`src/rtl/alu_sequencer_if.sv`:
```
// Bundle between the instruction decoder / ALU datapath and alu_sequencer.
// The master side offers commands and returns ALU results; the slave side is the sequencer.
interface alu_sequencer_if;
    // Command handshake: a command transfers on a rising clk edge where
    // cmd_valid && cmd_ready. cmd_ready is high only while the sequencer is idle.
    // The master holds cmd_valid and every cmd_* field stable until that transfer.
    logic       cmd_valid;
    logic       cmd_ready;
    logic [1:0] cmd_type;
    logic [2:0] cmd_src1;
    logic [2:0] cmd_src2;
    logic [7:0] cmd_alu_op;
    logic       cmd_cin;
    logic [1:0] cmd_dst;
    logic       cmd_set_c;

    logic [2:0] input_1_select;
    logic [2:0] input_2_select;
    logic [7:0] alu_opcode;
    logic       cin;
    logic [7:0] alu_out;
    logic       alu_cout;

    logic       wr_en;
    logic [1:0] wr_dst;
    logic [7:0] wr_data;
    logic       flag_we;
    logic       flag_c_we;
    logic       flag_n;
    logic       flag_z;
    logic       flag_c;

    logic       addr_valid;
    logic [7:0] addr_lo;
    logic [7:0] addr_hi;
    logic       page_cross;

    modport master (
        output cmd_valid, cmd_type, cmd_src1, cmd_src2, cmd_alu_op, cmd_cin,
               cmd_dst, cmd_set_c, alu_out, alu_cout,
        input  cmd_ready, input_1_select, input_2_select, alu_opcode, cin,
               wr_en, wr_dst, wr_data, flag_we, flag_c_we, flag_n, flag_z,
               flag_c, addr_valid, addr_lo, addr_hi, page_cross
    );

    modport slave (
        input  cmd_valid, cmd_type, cmd_src1, cmd_src2, cmd_alu_op, cmd_cin,
               cmd_dst, cmd_set_c, alu_out, alu_cout,
        output cmd_ready, input_1_select, input_2_select, alu_opcode, cin,
               wr_en, wr_dst, wr_data, flag_we, flag_c_we, flag_n, flag_z,
               flag_c, addr_valid, addr_lo, addr_hi, page_cross
    );
endinterface

```
`src/rtl/alu_sequencer.sv`:
```
// Multi-cycle controller for the shared ALU datapath: ALU op / compare with
// write-back and flags, plus the two-cycle indexed-address add.
module alu_sequencer #(
    parameter logic [7:0] OP_ADD  = 8'h00,
    parameter logic [7:0] OP_PASS = 8'h0F,
    parameter logic [7:0] OP_INC  = 8'h10
) (
    input  logic                  clk,
    input  logic                  reset_n,
    alu_sequencer_if.slave        bus,
    output logic [1:0]            state_dbg
);

    typedef enum logic [1:0] {
        IDLE    = 2'd0,
        EXEC    = 2'd1,
        ADDR_HI = 2'd2,
        DONE    = 2'd3
    } state_t;

    localparam logic [1:0] T_ALU  = 2'd0;
    localparam logic [1:0] T_ADDR = 2'd2;
    localparam logic [1:0] T_RSVD = 2'd3;
    localparam logic [2:0] SEL_A       = 3'd0;
    localparam logic [2:0] SEL_DATA_IN = 3'd3;

    state_t     state, next_state;
    logic       accept;

    logic [1:0] type_q;
    logic [2:0] src1_q, src2_q;
    logic [7:0] op_q;
    logic       cin_q;
    logic [1:0] dst_q;
    logic       set_c_q;

    logic [7:0] res_q;
    logic       c_q;

    logic [1:0] wr_dst_q;
    logic [7:0] wr_data_q;
    logic       flag_n_q, flag_z_q, flag_c_q;
    logic [7:0] addr_lo_q, addr_hi_q;
    logic       page_cross_q;

    assign accept    = bus.cmd_valid && (state == IDLE);
    assign state_dbg = state;

    always_ff @(posedge clk or negedge reset_n) begin
        if (!reset_n) state <= IDLE;
        else          state <= next_state;
    end

    always_comb begin
        next_state = state;
        case (state)
            IDLE:    if (accept && bus.cmd_type != T_RSVD) next_state = EXEC;
            EXEC:    next_state = (type_q == T_ADDR) ? ADDR_HI : DONE;
            ADDR_HI: next_state = DONE;
            DONE:    next_state = IDLE;
            default: next_state = IDLE;
        endcase
    end

    always_comb begin
        bus.cmd_ready      = 1'b0;
        bus.input_1_select = SEL_A;
        bus.input_2_select = SEL_A;
        bus.alu_opcode     = OP_PASS;
        bus.cin            = 1'b0;
        bus.wr_en          = 1'b0;
        bus.flag_we        = 1'b0;
        bus.flag_c_we      = 1'b0;
        bus.addr_valid     = 1'b0;
        case (state)
            IDLE: bus.cmd_ready = 1'b1;
            EXEC: begin
                bus.input_1_select = src1_q;
                bus.input_2_select = src2_q;
                if (type_q == T_ADDR) begin
                    bus.alu_opcode = OP_ADD;
                end else begin
                    bus.alu_opcode = op_q;
                    bus.cin        = cin_q;
                end
            end
            ADDR_HI: begin
                // DATA_IN carries the base high byte; bump it only when the low add carried.
                bus.input_1_select = SEL_DATA_IN;
                bus.alu_opcode     = c_q ? OP_INC : OP_PASS;
            end
            DONE: begin
                bus.wr_en      = (type_q == T_ALU);
                bus.flag_we    = (type_q != T_ADDR);
                bus.flag_c_we  = (type_q != T_ADDR) && set_c_q;
                bus.addr_valid = (type_q == T_ADDR);
            end
            default: ;
        endcase
    end

    always_ff @(posedge clk or negedge reset_n) begin
        if (!reset_n) begin
            type_q  <= 2'd0;
            src1_q  <= 3'd0;
            src2_q  <= 3'd0;
            op_q    <= 8'd0;
            cin_q   <= 1'b0;
            dst_q   <= 2'd0;
            set_c_q <= 1'b0;
        end else if (accept) begin
            type_q  <= bus.cmd_type;
            src1_q  <= bus.cmd_src1;
            src2_q  <= bus.cmd_src2;
            op_q    <= bus.cmd_alu_op;
            cin_q   <= bus.cmd_cin;
            dst_q   <= bus.cmd_dst;
            set_c_q <= bus.cmd_set_c;
        end
    end

    // Visible outputs load on the edge into DONE so they first change in DONE and then hold.
    always_ff @(posedge clk or negedge reset_n) begin
        if (!reset_n) begin
            res_q        <= 8'd0;
            c_q          <= 1'b0;
            wr_dst_q     <= 2'd0;
            wr_data_q    <= 8'd0;
            flag_n_q     <= 1'b0;
            flag_z_q     <= 1'b0;
            flag_c_q     <= 1'b0;
            addr_lo_q    <= 8'd0;
            addr_hi_q    <= 8'd0;
            page_cross_q <= 1'b0;
        end else begin
            if (state == EXEC) begin
                res_q <= bus.alu_out;
                c_q   <= bus.alu_cout;
                if (type_q != T_ADDR) begin
                    flag_n_q <= bus.alu_out[7];
                    flag_z_q <= (bus.alu_out == 8'd0);
                    flag_c_q <= bus.alu_cout;
                end
                if (type_q == T_ALU) begin
                    wr_dst_q  <= dst_q;
                    wr_data_q <= bus.alu_out;
                end
            end
            if (state == ADDR_HI) begin
                addr_lo_q    <= res_q;
                addr_hi_q    <= bus.alu_out;
                page_cross_q <= c_q;
            end
        end
    end

    assign bus.wr_dst     = wr_dst_q;
    assign bus.wr_data    = wr_data_q;
    assign bus.flag_n     = flag_n_q;
    assign bus.flag_z     = flag_z_q;
    assign bus.flag_c     = flag_c_q;
    assign bus.addr_lo    = addr_lo_q;
    assign bus.addr_hi    = addr_hi_q;
    assign bus.page_cross = page_cross_q;

endmodule
```
`src/flat_wrapper.sv`:
```
// flat-port wrapper written by rule: the top's interface ports become plain ports
module alu_sequencer_flat 
#(
    parameter logic [7:0] OP_ADD  = 8'h00,
    parameter logic [7:0] OP_PASS = 8'h0F,
    parameter logic [7:0] OP_INC  = 8'h10
)
  (clk, reset_n, state_dbg, bus_cmd_valid, bus_cmd_type, bus_cmd_src1, bus_cmd_src2, bus_cmd_alu_op, bus_cmd_cin, bus_cmd_dst, bus_cmd_set_c, bus_alu_out, bus_alu_cout, bus_cmd_ready, bus_input_1_select, bus_input_2_select, bus_alu_opcode, bus_cin, bus_wr_en, bus_wr_dst, bus_wr_data, bus_flag_we, bus_flag_c_we, bus_flag_n, bus_flag_z, bus_flag_c, bus_addr_valid, bus_addr_lo, bus_addr_hi, bus_page_cross);
  alu_sequencer_if bus_i ();
  input  logic clk;
  input  logic reset_n;
  output logic [1:0] state_dbg;
  input wire logic [$bits(bus_i.cmd_valid)-1:0] bus_cmd_valid;
  input wire logic [$bits(bus_i.cmd_type)-1:0] bus_cmd_type;
  input wire logic [$bits(bus_i.cmd_src1)-1:0] bus_cmd_src1;
  input wire logic [$bits(bus_i.cmd_src2)-1:0] bus_cmd_src2;
  input wire logic [$bits(bus_i.cmd_alu_op)-1:0] bus_cmd_alu_op;
  input wire logic [$bits(bus_i.cmd_cin)-1:0] bus_cmd_cin;
  input wire logic [$bits(bus_i.cmd_dst)-1:0] bus_cmd_dst;
  input wire logic [$bits(bus_i.cmd_set_c)-1:0] bus_cmd_set_c;
  input wire logic [$bits(bus_i.alu_out)-1:0] bus_alu_out;
  input wire logic [$bits(bus_i.alu_cout)-1:0] bus_alu_cout;
  output wire logic [$bits(bus_i.cmd_ready)-1:0] bus_cmd_ready;
  output wire logic [$bits(bus_i.input_1_select)-1:0] bus_input_1_select;
  output wire logic [$bits(bus_i.input_2_select)-1:0] bus_input_2_select;
  output wire logic [$bits(bus_i.alu_opcode)-1:0] bus_alu_opcode;
  output wire logic [$bits(bus_i.cin)-1:0] bus_cin;
  output wire logic [$bits(bus_i.wr_en)-1:0] bus_wr_en;
  output wire logic [$bits(bus_i.wr_dst)-1:0] bus_wr_dst;
  output wire logic [$bits(bus_i.wr_data)-1:0] bus_wr_data;
  output wire logic [$bits(bus_i.flag_we)-1:0] bus_flag_we;
  output wire logic [$bits(bus_i.flag_c_we)-1:0] bus_flag_c_we;
  output wire logic [$bits(bus_i.flag_n)-1:0] bus_flag_n;
  output wire logic [$bits(bus_i.flag_z)-1:0] bus_flag_z;
  output wire logic [$bits(bus_i.flag_c)-1:0] bus_flag_c;
  output wire logic [$bits(bus_i.addr_valid)-1:0] bus_addr_valid;
  output wire logic [$bits(bus_i.addr_lo)-1:0] bus_addr_lo;
  output wire logic [$bits(bus_i.addr_hi)-1:0] bus_addr_hi;
  output wire logic [$bits(bus_i.page_cross)-1:0] bus_page_cross;
  assign bus_i.cmd_valid = bus_cmd_valid;
  assign bus_i.cmd_type = bus_cmd_type;
  assign bus_i.cmd_src1 = bus_cmd_src1;
  assign bus_i.cmd_src2 = bus_cmd_src2;
  assign bus_i.cmd_alu_op = bus_cmd_alu_op;
  assign bus_i.cmd_cin = bus_cmd_cin;
  assign bus_i.cmd_dst = bus_cmd_dst;
  assign bus_i.cmd_set_c = bus_cmd_set_c;
  assign bus_i.alu_out = bus_alu_out;
  assign bus_i.alu_cout = bus_alu_cout;
  assign bus_cmd_ready = bus_i.cmd_ready;
  assign bus_input_1_select = bus_i.input_1_select;
  assign bus_input_2_select = bus_i.input_2_select;
  assign bus_alu_opcode = bus_i.alu_opcode;
  assign bus_cin = bus_i.cin;
  assign bus_wr_en = bus_i.wr_en;
  assign bus_wr_dst = bus_i.wr_dst;
  assign bus_wr_data = bus_i.wr_data;
  assign bus_flag_we = bus_i.flag_we;
  assign bus_flag_c_we = bus_i.flag_c_we;
  assign bus_flag_n = bus_i.flag_n;
  assign bus_flag_z = bus_i.flag_z;
  assign bus_flag_c = bus_i.flag_c;
  assign bus_addr_valid = bus_i.addr_valid;
  assign bus_addr_lo = bus_i.addr_lo;
  assign bus_addr_hi = bus_i.addr_hi;
  assign bus_page_cross = bus_i.page_cross;
  alu_sequencer #(.OP_ADD(OP_ADD), .OP_PASS(OP_PASS), .OP_INC(OP_INC)) u_core (.clk(clk), .reset_n(reset_n), .bus(bus_i), .state_dbg(state_dbg));
endmodule
```
`config.mk`:
```
export PLATFORM = sky130hd
export DESIGN_NAME = alu_sequencer_flat
export DESIGN_NICKNAME = d
export VERILOG_FILES = /design/src/rtl/alu_sequencer_if.sv /design/src/rtl/alu_sequencer.sv /design/src/flat_wrapper.sv
export SDC_FILE = /design/constraint.sdc
export NUM_CORES = 1
export LEC_CHECK = 0
export ABC_AREA = 0
export CORE_ASPECT_RATIO = 0.9
export CORE_UTILIZATION = 41
export CTS_CLUSTER_DIAMETER = 60
export DETAILED_ROUTE_END_ITERATION = 12
export PLACE_DENSITY = 0.77
export SYNTH_ARGS = -nofsm -noshare
export SYNTH_HDL_FRONTEND = slang
export SYNTH_SLANG_ARGS = --single-unit
```
`constraint.sdc`:
```
create_clock -name clk -period 1.6 [get_ports clk]
set_input_delay 0.32 -clock clk [delete_from_list [all_inputs] [get_ports clk]]
set_output_delay 0.32 -clock clk [all_outputs]
set_load 0.02 [all_outputs]
```
### After elaboration in Yosys (flattened, before gate mapping)

Cells that the tools add are included.

| storage, ports and cells | value |
|---|---|
| register bits | 61 |
| input bits | 32 |
| output and inout bits | 52 |
| word-level logic and storage cells | 48 |

| operators by class | value |
|---|---|
| equal/unequal tests | 7 |
| muxes and demuxes | 15 |
| reduce and logical (&&, ||, !) cells | 8 |

Operators with widths:

| kind | number |
|---|---|
| $pmux 8 s2 | 1 |
| $logic_not 8->1 | 1 |
| $mux 1 | 8 |
| $mux 8 | 1 |
| $pmux 2 s4 | 1 |
| $eq 2x2->1 const B | 3 |
| $ne 2x2->1 const B | 3 |
| $pmux 3 s2 | 1 |
| $mux 5 | 1 |
| $logic_not 2->1 | 2 |
| $reduce_and 2->1 | 2 |
| $logic_and 1x1->1 | 3 |
| $mux 3 | 1 |
| $eq 2x1->1 const B | 1 |
| $mux 2 | 1 |

### Depth between registers and ports, before layout

| logic depth | value |
|---|---|
| depth in word-level cells | 5 |
| mapped depth | 5 |
| gate-level depth less buffers | 5 |

### Worst setup path after synthesis

OpenSTA, ideal clock, no wires.

| path | value |
|---|---|
| path type | reg-to-output |
| start point | register u_core.state[0], in the netlist u_core.state_dbg[0] |
| end point | output port bus_alu_opcode[4] |
| arrival | 1.573 ns |
| setup slack | -0.293 ns |
| cell stages (with the launch flop) | 6 |
| buffers on the path | 1 |
| cells stage by stage | dfrtp_1 -> inv_1 -> ha_1 -> buf_2 -> nand2_1 -> a21boi_0 |

| on the way | value |
|---|---|
| cells in the longest elaborated chain, start to end | 2 |
| elaborated cells between the ends (all ways) | 3 |
| those cells by class | eq/ne: 2; mux: 1 |

Ends and longest elaborated chain:

| item | RTL line | text |
|---|---|---|
| from (decl) | alu_sequencer.sv:27 | `state_t state, next_state;` |
| from (signal assigned) | alu_sequencer.sv:51 | `else state <= next_state;` |
| $eq 2x2->1 or $eq 2x1->1 (tied branches) | alu_sequencer.sv:75 | `case (state)` |
| $pmux 8 s2 * | alu_sequencer.sv:75 |  |
| to (decl) | flat_wrapper.sv:26 | `output wire logic [$bits(bus_i.alu_opcode)-1:0] bus_alu_opcode;` |

Mark *: on every way between the ends. The rest lies on a longest branch, timed or not.

### Worst setup path after layout

| path | value |
|---|---|
| start point | register u_core.state[1], in the netlist u_core.state_dbg[1] |
| end point | output port bus_alu_opcode[5] |

The elaborated chain is that of the path after synthesis.

==> metrics.txt <==
# TYPE chip_impl_metric gauge
chip_impl_metric{name="fmaxAchievable",unit="MHz"} 530.5
chip_impl_metric{name="buffer_ports.inserted",unit=""} 83
chip_impl_info{name="clock_tree_from_tritoncts",value="done"} 1
chip_impl_metric{name="vias",unit=""} 1865
chip_impl_metric{name="synthDominantCellAreaShare",unit="%"} 58.77
chip_impl_metric{name="cts.sinks",unit=""} 61
chip_impl_metric{name="dieHeight",unit="microns"} 77.51
chip_impl_metric{name="timing.critical_path.required",unit="ns"} 1.28
chip_impl_metric{name="initial_utilization",unit="%"} 42.48
chip_impl_metric{name="placedCellCount",unit=""} 363
chip_impl_metric{name="layout_cell_share_with_drive_strength_beyond_1",unit="%"} 53.20
chip_impl_metric{name="max_slew.worst_pin.slew",unit="ns"} 0.4367
chip_impl_metric{name="critical_path.max_stage_delay",unit="ns"} 0.42
chip_impl_info{name="violations",value="negative setup slack"} 1
chip_impl_metric{name="yosysUniqueCellTypes",unit=""} 29
chip_impl_metric{name="maxSlewViolCount",unit=""} 0
chip_impl_metric{name="drt_pass1_iterations",unit=""} 4
chip_impl_metric{name="design_area",unit="sq um"} 4049
chip_impl_info{name="postSynth.topFlopCell",value="sky130_fd_sc_hd__dfrtp_1"} 1
chip_impl_metric{name="final.setup.tns",unit="ns"} -4.835
chip_impl_metric{name="place_hpwl",unit="microns"} 4039
chip_impl_metric{name="clk_pin_slew",unit="ns"} 0.06
chip_impl_metric{name="finish.utilization",unit="%"} 66.22
chip_impl_info{name="worstSetupStartpointType",value="flop"} 1
chip_impl_metric{name="cp_data_arrival_time",unit="ns"} 1.57
chip_impl_metric{name="ant_nets",unit=""} 0
chip_impl_info{name="ys_top_cells_by_area",value="sky130_fd_sc_hd__dfrtp_1 (59%), sky130_fd_sc_hd__mux2_2 (24%), sky130_fd_sc_hd__ha_1 (2.9%)"} 1
chip_impl_metric{name="drv.max_cap_violation_count",unit=""} 0
chip_impl_metric{name="htree_num_levels",unit=""} 3
chip_impl_metric{name="synth_async_sr_flop_share",unit="%"} 100.0
chip_impl_info{name="critical_path.reg2reg.startpoint",value="u_core.state_dbg[1]$_DFFE_PN0P_"} 1
chip_impl_metric{name="initial_antenna_violation_count",unit=""} 0
chip_impl_metric{name="grt_max_degree",unit=""} 62
chip_impl_metric{name="total_power",unit="mW"} 9.221
chip_impl_metric{name="die_area",unit="sq um"} 6658
chip_impl_info{name="hp-class",value="reg -> reg"} 1
chip_impl_metric{name="post_dp_cell_area",unit="sq um"} 3687
chip_impl_info{name="hold_path_startpoint",value="u_core.set_c_q$_DFFE_PN0P_"} 1
chip_impl_metric{name="worst_skew_pair.late_latency",unit="ns"} 0.34
chip_impl_metric{name="timing.final.setup_violations",unit=""} 29
chip_impl_info{name="synth_largest_area_cell",value="sky130_fd_sc_hd__dfrtp_1"} 1
chip_impl_metric{name="crit_path_max_fanout",unit=""} 5
chip_impl_metric{name="hold-worst-slack",unit="ns"} 0.4998
chip_impl_metric{name="floorplan.io_pins",unit=""} 84
chip_impl_metric{name="grt_pass1_wl",unit="microns"} 10020
chip_impl_metric{name="stdcell_count",unit=""} 384
chip_impl_metric{name="postSynthCellCount",unit=""} 180
chip_impl_metric{name="route.detailed.drc",unit=""} 0
chip_impl_metric{name="place_worst_setup_slack",unit="ns"} -0.5696
chip_impl_metric{name="number_of_global_route_vias_before_repair",unit=""} 1907
chip_impl_metric{name="floorplan.die.width",unit="microns"} 85.90
chip_impl_metric{name="detail_route.vias_per_cell",unit=""} 4.857
chip_impl_info{name="crit_type",value="reg -> out"} 1
chip_impl_info{name="status",value="finished with violations"} 1
chip_impl_metric{name="synthesis.area",unit="sq um"} 2597
chip_impl_metric{name="design.core.area",unit="sq um"} 6115
chip_impl_metric{name="finalHoldViolations",unit=""} 0
chip_impl_metric{name="route.detailed.wl_per_inst",unit="microns"} 16.04
chip_impl_metric{name="diodes",unit=""} 0
chip_impl_metric{name="initialDrtViolationCount",unit=""} 56
chip_impl_info{name="critical_path.cell_chain",value="inv_4, ha_4, and3_4, and2_4, buf_6"} 1
chip_impl_metric{name="grt_overflow_total",unit=""} 0
chip_impl_metric{name="synthToLayoutAreaGrowth",unit="%"} 55.88
chip_impl_metric{name="min_period_over_period",unit="%"} 117.8
chip_impl_metric{name="power_leakage",unit="nW"} 1.831
chip_impl_metric{name="synth_seq_area_share",unit="%"} 58.77
chip_impl_info{name="synth.most_common_cell",value="sky130_fd_sc_hd__dfrtp_1"} 1
chip_impl_metric{name="clock_tree.buffer_depth",unit=""} 2
chip_impl_metric{name="timing.final.ws_setup",unit="ns"} -0.2851
chip_impl_metric{name="synth.avg_cell_area",unit="sq um"} 14.43
chip_impl_metric{name="synth-seq-cells",unit=""} 61
chip_impl_metric{name="finalCriticalPeriod",unit="ns"} 1.885
chip_impl_metric{name="yosys_warnings",unit=""} 0
chip_impl_metric{name="worst_ir_drop_vdd",unit="V"} 0.001278
chip_impl_metric{name="fill_cells",unit=""} 472
chip_impl_info{name="grt_setup_unrepaired",value="true"} 1
chip_impl_metric{name="detail_route.wirelength",unit="microns"} 6161
chip_impl_metric{name="postSynthNetCount",unit=""} 218
chip_impl_metric{name="number_of_enable_type_register_cells_in_the_synthesized_netlist",unit=""} 0
chip_impl_info{name="synth.cells.most_frequent",value="sky130_fd_sc_hd__dfrtp_1 (61), sky130_fd_sc_hd__mux2_2 (56)"} 1
chip_impl_metric{name="worst_slew_margin_rel",unit="%"} 70.62
chip_impl_info{name="critical_path.slowest_cell",value="sky130_fd_sc_hd__dfrtp_2"} 1
chip_impl_metric{name="gr-usage-all-layers",unit="%"} 20.31
chip_impl_info{name="crit_start",value="u_core.state_dbg[1]$_DFFE_PN0P_"} 1
chip_impl_metric{name="power-per-cell-area",unit="nW/um^2"} 2277
chip_impl_metric{name="num_rows",unit=""} 27
chip_impl_metric{name="num-nets-final",unit=""} 331
chip_impl_info{name="clock-root-buffer",value="sky130_fd_sc_hd__clkbuf_8"} 1
chip_impl_metric{name="fin_skew",unit="ns"} 0.01049
chip_impl_metric{name="place_congestion",unit=""} 0.7382
chip_impl_info{name="timing.critical_path.to_type",value="output port"} 1
chip_impl_metric{name="cts_made_buffers",unit=""} 9
sequential cells by signal (all words and copies together) (netlist names), 2 cells and up:
name	cells
u_core.type_q	2
u_core.src1_q	3
u_core.dst_q	2
u_core.bus.addr_lo	8
u_core.bus.wr_dst	2
u_core.res_q	8
u_core.state_dbg	2
u_core.op_q	8
u_core.src2_q	3
u_core.bus.wr_data	8
u_core.bus.addr_hi	8
worst max-delay path, delay by kind of cell, from the launching register on:
| family | cells | cell delay, ns |
|---|---|---|
| buf+inv | 2 | 0.17 |
| flops | 1 | 0.42 |
| fa+ha+maj | 1 | 0.31 |
| simple gates | 2 | 0.34 |
kinds of logic after synthesis:
family	share of synthesized area, %
compound gates	3.854
fa+ha+maj	2.890
buf+inv	3.034
flops	58.77
mux	25.43
simple gates	6.022
placed cells by master (no fill, tap or decap), drive strengths merged, types with 2 or more instances in the layout:
master	count
dfrtp	61
mux2	58
buf	48
clkdlybuf4s50	30
dlygate4sd2	30
clkbuf	13
and2	8
ha	6
inv	6
a21o	4
and3	4
o21ai	4
nand2	3
a21oi	2
nor2	2
nor4	2
clkinvlp	2
clkinv	2
nor2b	2
report_power, final:
group	leakage, nW	total (mW)	internal, mW	switching, mW
combinational	1.03	5.28	2.85	2.43
sequential	0.717	2.79	2.35	0.440
clock	0.0812	1.16	0.589	0.569
total	1.83	9.22	5.78	3.44
final timing paths:
| path | end | slack [ns] | cells past startpoint |
|---|---|---|---|
| max in group asynchronous | u_core.state_dbg[1]$_DFFE_PN0P_ | 0.81 | 3 |
| hold / removal | u_core.set_c_q$_DFFE_PN0P_ | 0.50 | 1 |
| setup / recovery | bus_alu_opcode[5] | -0.29 | 5 |
| min in group asynchronous | u_core.bus.wr_data[2]$_DFFE_PN0P_ | 0.52 | 3 |
| hold reg to reg | u_core.set_c_q$_DFFE_PN0P_ | 0.50 | 1 |
| setup reg to reg | u_core.bus.wr_dst[0]$_DFFE_PN0P_ | -0.06 | 6 |
what timing repair did:
action | 4_1_cts | 5_1_grt
pin swaps | 12 | 3
cloned | 1 | 0
hold endpoints to repair | 45 | 0
hold buffers | 1 | 0
resized for setup | 181 | 17
setup endpoints to repair | 70 | 29
setup buffers | 1 | 3
layout make-up:
type,instances,area [sq um],area share [%]
Tap cell,87,108.9,2.688
Multi-Input combinational cell,104,1176,29.05
Clock buffer,11,141.4,3.492
Sequential cell,61,1529,37.76
Timing Repair Buffer,111,1041,25.71
Clock inverter,4,25.02,0.6180
Inverter,6,27.53,0.6799
layer usage:
| layer | vias up | part of all wire, % | global-route usage [%] | wire length (microns) |
|---|---|---|---|---|
| li1 | 855 | - | - | - |
| met1 | 945 | 45 | 27.40 | 2801 |
| met2 | 55 | 47 | 29.68 | 2905 |
| met3 | 10 | 5.3 | 6.702 | 328 |
| met4 | 0 | 2.0 | 9.167 | 126 |
| met5 | - | 0 | 0 | 0 |
Note: power is estimated with default switching activity, not from simulation.
